<file path="config.mk">
export PLATFORM = sky130hd
export DESIGN_NAME = mem_stage_hs
export DESIGN_NICKNAME = d
export VERILOG_FILES = /design/src/rtl/mem_stage_pkg.sv /design/src/rtl/lsu_align.sv /design/src/rtl/mem_stage_hs.sv
export SDC_FILE = /design/constraint.sdc
export NUM_CORES = 1
export LEC_CHECK = 0
export ABC_AREA = 1
export CAP_MARGIN = 20
export CELL_PAD_IN_SITES_DETAIL_PLACEMENT = 1
export CELL_PAD_IN_SITES_GLOBAL_PLACEMENT = 1
export CORE_ASPECT_RATIO = 0.7
export CORE_MARGIN = 10
export CORE_UTILIZATION = 21
export DETAILED_ROUTE_END_ITERATION = 7
export MAX_ROUTING_LAYER = met4
export PLACE_DENSITY = 0.88
export SLEW_MARGIN = 20
export SYNTH_ARGS = -nofsm -noshare
export SYNTH_HDL_FRONTEND = slang
export SYNTH_SLANG_ARGS = --single-unit
</file>
<file path="constraint.sdc">
create_clock -name clk -period 1.6 [get_ports clk]
set_clock_uncertainty 0.2 [all_clocks]
set_input_delay 0.32 -clock clk [delete_from_list [all_inputs] [get_ports clk]]
set_output_delay 0.32 -clock clk [all_outputs]
set_load 0.03 [all_outputs]
</file>
<file path="src/rtl/mem_stage_pkg.sv">
// Shared encodings for the MEM stage: load/store/branch type codes and the
// handshake FSM state.
package mem_stage_pkg;

    typedef enum logic [2:0] {
        LD_LB  = 3'd0,
        LD_LBU = 3'd1,
        LD_LH  = 3'd2,
        LD_LHU = 3'd3,
        LD_LW  = 3'd4
    } load_type_e;

    typedef enum logic [1:0] {
        ST_SB = 2'd0,
        ST_SH = 2'd1,
        ST_SW = 2'd2
    } store_type_e;

    typedef enum logic [2:0] {
        BR_BEQ  = 3'd0,
        BR_BGEZ = 3'd1,
        BR_BGTZ = 3'd2,
        BR_BLEZ = 3'd3,
        BR_BLTZ = 3'd4,
        BR_BNE  = 3'd5
    } branch_type_e;

    typedef enum logic {
        IDLE = 1'b0,
        RESP = 1'b1
    } state_e;

endpackage

</file>
<file path="src/rtl/lsu_align.sv">
// Combinational lane steering: store byte enables and replicated write data,
// plus sign/zero extension of returned load data.
module lsu_align
    import mem_stage_pkg::*;
(
    input  logic [1:0]  byte_off,
    input  logic [1:0]  store_type,
    input  logic [31:0] store_data,
    input  logic [2:0]  load_type,
    input  logic [31:0] rdata,
    output logic [3:0]  be,
    output logic [31:0] wdata,
    output logic [31:0] load_data
);

    logic [7:0]  load_byte;
    logic [15:0] load_half;

    // Replicating the store data means the memory only needs the enables.
    always_comb begin
        be    = 4'b0000;
        wdata = store_data;
        case (store_type)
            ST_SB: begin
                be    = 4'b0001 << byte_off;
                wdata = {4{store_data[7:0]}};
            end
            ST_SH: begin
                be    = byte_off[1] ? 4'b1100 : 4'b0011;
                wdata = {2{store_data[15:0]}};
            end
            ST_SW:   be = 4'b1111;
            default: be = 4'b0000;
        endcase
    end

    always_comb begin
        load_byte = rdata[{byte_off, 3'b000} +: 8];
        load_half = byte_off[1] ? rdata[31:16] : rdata[15:0];
        case (load_type)
            LD_LB:   load_data = {{24{load_byte[7]}}, load_byte};
            LD_LBU:  load_data = {24'h000000, load_byte};
            LD_LH:   load_data = {{16{load_half[15]}}, load_half};
            LD_LHU:  load_data = {16'h0000, load_half};
            default: load_data = rdata;
        endcase
    end

endmodule

</file>
<file path="src/rtl/mem_stage_hs.sv">
// MEM pipeline stage driving a req/gnt/rvalid data memory and stalling EX while busy.
// Optional access timeout enabled by defining DMEM_TIMEOUT_EN.
module mem_stage_hs
    import mem_stage_pkg::*;
#(
    parameter int DMEM_AW = 6
`ifdef DMEM_TIMEOUT_EN
    ,
    parameter int TIMEOUT_CYC = 16
`endif
) (
    input  logic               clk,
    input  logic               rst,
    input  logic               ex_valid,
    output logic               ex_ready,
    input  logic [31:0]        ex_alu_out,
    input  logic [31:0]        ex_reg_b_data,
    input  logic [4:0]         ex_rd,
    input  logic               ex_reg_write,
    input  logic               ex_mem_read,
    input  logic               ex_mem_write,
    input  logic [2:0]         ex_load_type,
    input  logic [1:0]         ex_store_type,
    input  logic               ex_branch,
    input  logic [2:0]         ex_branch_type,
    input  logic [5:0]         ex_cmp_flags,
    input  logic               ex_jump,
    output logic               branch_taken,
    output logic               jump_taken,
    output logic               dmem_req,
    output logic               dmem_we,
    output logic [DMEM_AW-1:0] dmem_addr,
    output logic [3:0]         dmem_be,
    output logic [31:0]        dmem_wdata,
    input  logic               dmem_gnt,
    input  logic               dmem_rvalid,
    input  logic [31:0]        dmem_rdata,
    output logic               mem_wb_valid,
    output logic               mem_wb_reg_write,
    output logic [4:0]         mem_wb_rd,
    output logic [31:0]        mem_wb_data,
    output logic               mem_wb_err
);

    state_e      state;
    logic        is_load;
    logic        is_store;
    logic        mem_op;
    logic [3:0]  lane_be;
    logic [31:0] load_data;
    logic [7:0]  flags_ext;

    assign is_load  = ex_valid & ex_mem_read;
    assign is_store = ex_valid & ex_mem_write & ~ex_mem_read;
    assign mem_op   = is_load | is_store;

    assign flags_ext    = {2'b00, ex_cmp_flags};
    assign branch_taken = ex_valid & ex_branch & (ex_branch_type <= BR_BNE) & flags_ext[ex_branch_type];
    assign jump_taken   = ex_valid & ex_jump;

    // Reset gates the request directly so it drops without waiting for a clock.
    assign dmem_req   = ~rst & (state == IDLE) & mem_op;
    assign dmem_we    = is_store;
    assign dmem_addr  = ex_alu_out[DMEM_AW+1:2];
    assign dmem_be    = is_store ? lane_be : 4'b0000;

    lsu_align u_lsu_align (
        .byte_off   (ex_alu_out[1:0]),
        .store_type (ex_store_type),
        .store_data (ex_reg_b_data),
        .load_type  (ex_load_type),
        .rdata      (dmem_rdata),
        .be         (lane_be),
        .wdata      (dmem_wdata),
        .load_data  (load_data)
    );

`ifdef DMEM_TIMEOUT_EN
    localparam int CNT_W = (TIMEOUT_CYC > 1) ? $clog2(TIMEOUT_CYC) : 1;
    localparam logic [CNT_W-1:0] CNT_LAST = CNT_W'(TIMEOUT_CYC - 1);

    logic [CNT_W-1:0] wait_cnt;
    logic             waiting;
    logic             timeout;
`endif

    always_comb begin
        ex_ready = 1'b1;
`ifdef DMEM_TIMEOUT_EN
        waiting  = 1'b0;
`endif
        if (state == RESP) begin
            ex_ready = dmem_rvalid;
`ifdef DMEM_TIMEOUT_EN
            waiting  = ~dmem_rvalid;
`endif
        end else if (mem_op) begin
            ex_ready = is_store & dmem_gnt;
`ifdef DMEM_TIMEOUT_EN
            waiting  = ~dmem_gnt;
`endif
        end
`ifdef DMEM_TIMEOUT_EN
        // The current cycle is the TIMEOUT_CYC-th one spent waiting.
        timeout = waiting & (wait_cnt == CNT_LAST);
        if (timeout) begin
            ex_ready = 1'b1;
        end
`endif
    end

    always_ff @(posedge clk or posedge rst) begin
        if (rst) begin
            state            <= IDLE;
            mem_wb_valid     <= 1'b0;
            mem_wb_reg_write <= 1'b0;
            mem_wb_rd        <= 5'd0;
            mem_wb_data      <= 32'd0;
`ifdef DMEM_TIMEOUT_EN
            mem_wb_err       <= 1'b0;
            wait_cnt         <= '0;
`endif
        end else begin
            if (state == IDLE) begin
                if (is_load && dmem_gnt) begin
                    state <= RESP;
                end
            end else if (ex_ready) begin
                state <= IDLE;
            end

            if (ex_ready) begin
                mem_wb_valid     <= ex_valid;
                mem_wb_rd        <= ex_rd;
                mem_wb_reg_write <= ex_valid & ex_reg_write;
                mem_wb_data      <= is_load ? load_data : ex_alu_out;
            end else begin
                mem_wb_valid     <= 1'b0;
                mem_wb_reg_write <= 1'b0;
            end

`ifdef DMEM_TIMEOUT_EN
            mem_wb_err <= timeout;
            if (timeout) begin
                mem_wb_data      <= 32'd0;
                mem_wb_reg_write <= 1'b0;
            end
            if (ex_ready) begin
                wait_cnt <= '0;
            end else if (waiting && wait_cnt != CNT_LAST) begin
                wait_cnt <= wait_cnt + 1'b1;
            end
`endif
        end
    end

`ifndef DMEM_TIMEOUT_EN
    assign mem_wb_err = 1'b0;
`endif

endmodule

</file>
==> qor.yml <==
postRouteAntennaNets: 0
setup_viol_count_final: 58
use_met1: 0.227
met2_usage: 0.303
grt_pass1_wl_um: 28900
ys_seq_area_frac: 0.314
met3_usage: 0.0574
drv_slew: 0
hold_path_class: "primary input to flip-flop"
rr_startpoint: "state$_DFF_PP0_"
power.leakage_nw: 3.46
holdWs_ns: 0.237
worst-setup-path-type: "flip-flop to primary output"
syn-num-nets: 638
hp-start: "dmem_gnt"
worstPathRequired_ns: 1.08
place_ws_ns: -0.706
routed_wl_um: 19900
syn_inst: 513
synth_top_area_frac: 0.314
synthTopCellsByArea: "dfrtp_1, nand2_1, a21oi_1, nor2_1, buf_4"
postLayoutSetupSlackWorst_ns: -0.229
rows: 37
first_pass_iters: 4
p_int_w: 0.00381
power.density_mw_per_mm2: 860
switching_share: 0.390
die_w_um: 167
peakVddDrop_v: 0.000534
syn_to_final_growth_pct: 128
clkPwrFrac: 0.213
grt_max_degree: 41
hold_viol_final: 0
cts.path.max_buffers: 2
yosys.area.top_type: "dfrtp_1"
synth-seq-cells: 40
power_frac_comb: 0.554
synth_edf_count: 0
synth_area_mm2: 0.00318
io_pins: 212
synth_ff_type: "dfrtp_1"
drive_gt1_frac: 0.423
seqPwrFrac: 0.234
ys_warn_count: 0
wl_per_cell_um: 20.6
cp-end-kind: "primary output"
rsz0062_at_grt: "true"
p_switching_w: 0.00244
avgSynthCellArea_um2: 6.21
htreeDepth: 2
period_share: 1.14
first_global_vias: 4744
vias: 4459
core_mm2: 0.0148
ff2ff_path_depth: 8
cts_root_buf: "clkbuf_16"
hold_buffers: 0
dp_hpwl_um: 14500
r2r-end: "mem_wb_data[11]$_DFFE_PP0P_"
clkSinkCount: 40
routed_via_density: 4.62
cts_buffers: 5
grt-ovfl-total: 0
crit_arrival_ns: 1.31
grt_usage: 0.185
design.die.area_mm2: 0.0206
port_buffers: 210
grt.busiest_layer: "met2"
fmax_ghz: 0.547
gp_congestion: 0.847
async_flop_share: 1.00
start_kind: "flip-flop"
synth.distinct_cells: 32
max_cap_violations: 0
clkLatencyLatePin_ns: 0.29
antenna_found_initial: 5
violations: "setup timing"
initial_utilization: 0.216
nets: 891
drt_iter0_drc: 191
clk_pin_slew_worst_paths_ns: 0.07
outcome: "complete, but fails checks"
crit_fanout: 3
ff2ff_setup_slack_ns: -0.12
cts_tree: "yes"
min_period_ns: 1.83
drc_errors: 0
die_h_um: 123
hold_path_depth: 3
worstHoldEndpoint: "state$_DFF_PP0_"
==> synthesized netlist by cell type, types with 3 or more instances <==
master    number
clkbuf_1       8
a21oi_1       59
nand3_2       11
nor2_1        64
o21ai_0       24
nand3_1       16
o211ai_1      11
inv_2          5
buf_2         15
nand2_1      185
buf_6          3
buf_4         18
dfrtp_1       40
inv_1         30
==> final cells by class <==
class	count	area [µm²]
inverters	36	160
multi-input cells	392	2380
clock inverters	2	60.1
flip-flops and latches	40	1000
fillers	1726	7500
well taps	195	244
clock buffers	5	125
repair buffers	291	3280
diodes	5	12.5
==> cell families after synthesis <==
group	share of synthesized area
AOI/OAI and AO/OA	0.173
buffers and inverters	0.130
DFF	0.314
other	0.00118
and+or+nand+nor	0.381
==> power groups by stage <==
stage | logic [W] | clock network [W] | registers (W)
3_3_place_gp | 0.00281 | 0 | 0.00144
5_1_grt | 0.00366 | 0.00141 | 0.00148
4_1_cts | 0.00329 | 0.00136 | 0.00144
2_1_floorplan | 0.000889 | 0 | 0.00181
6_report | 0.00346 | 0.00133 | 0.00146
3_5_place_dp | 0.00287 | 0 | 0.00145
==> flip-flops by register name, indices dropped and copies added, names as in the netlist <==
signal,cells
mem_wb_data,32
mem_wb_rd,5
mem_wb_reg_write,1
mem_wb_valid,1
state,1
==> metrics by stage <==
stage | cells | utilization | total power [W] | cell area (µm²) | TNS [ns]
detailed placement | 934 | 0.410 | 0.00432 | 6060 | -38.20
global placement | 934 | 0.410 | 0.00425 | 6060 | -35.83
floorplan | 513 | - | 0.00270 | 3330 | -0.432
finish | 966 | 0.492 | 0.00624 | 7260 | -4.21
CTS | 959 | 0.465 | 0.00609 | 6870 | -5.05
global route | 966 | 0.492 | 0.00655 | 7260 | -7.21
==> layer usage <==
layer | share of wire | wire (µm)
met5 | 0 | 0
met3 | 0.062 | 1240
met1 | 0.44 | 8840
met4 | 0.012 | 237
met2 | 0.48 | 9620
==> what timing repair did <==
action / in CTS / in global routing
buffers inserted: 13 / 9
resized for setup: 199 / 138
pin swaps: 56 / 62
gates cloned: 7 / 1
endpoints found under the setup margin: 88 / 76
==> placed cells by master, fill, tap and decap left out, drive strengths merged <==
master,n
a211oi,1
a21oi,59
a31oi,2
buf,159
bufinv,2
clkbuf,11
clkdlybuf4s15,8
clkdlybuf4s50,79
clkinv,2
conb,1
dfrtp,40
diode,5
dlygate4sd2,27
dlymetal6s2s,12
inv,34
nand2,188
nand3,27
nand4,1
nor2,67
nor3,2
nor4,1
o211ai,11
o21a,1
o21ai,26
o22ai,2
or2,3
==> worst max-delay path, stage by stage, from the launching register on <==
cell      delay, ns
dfrtp_1        0.42
nand2_2        0.09
nand4_1        0.16
nand2_4        0.15
clkinv_4       0.07
buf_6          0.13
==> worst max-delay path by stage <==
| stage | start | to | slack (ns) | cells after the start |
|---|---|---|---|---|
| 3_3_place_gp | ex_store_type[1] | dmem_be[1] | -0.66 | 8 |
| 3_5_place_dp | ex_store_type[1] | dmem_be[1] | -0.71 | 8 |
| 6_report | state$_DFF_PP0_ | ex_ready | -0.23 | 5 |
| 4_1_cts | state$_DFF_PP0_ | ex_ready | -0.24 | 5 |
| 5_1_grt | state$_DFF_PP0_ | ex_ready | -0.28 | 5 |
| 2_1_floorplan | ex_store_type[1] | dmem_wdata[29] | -0.08 | 5 |
(Power assumes the default switching activity.)
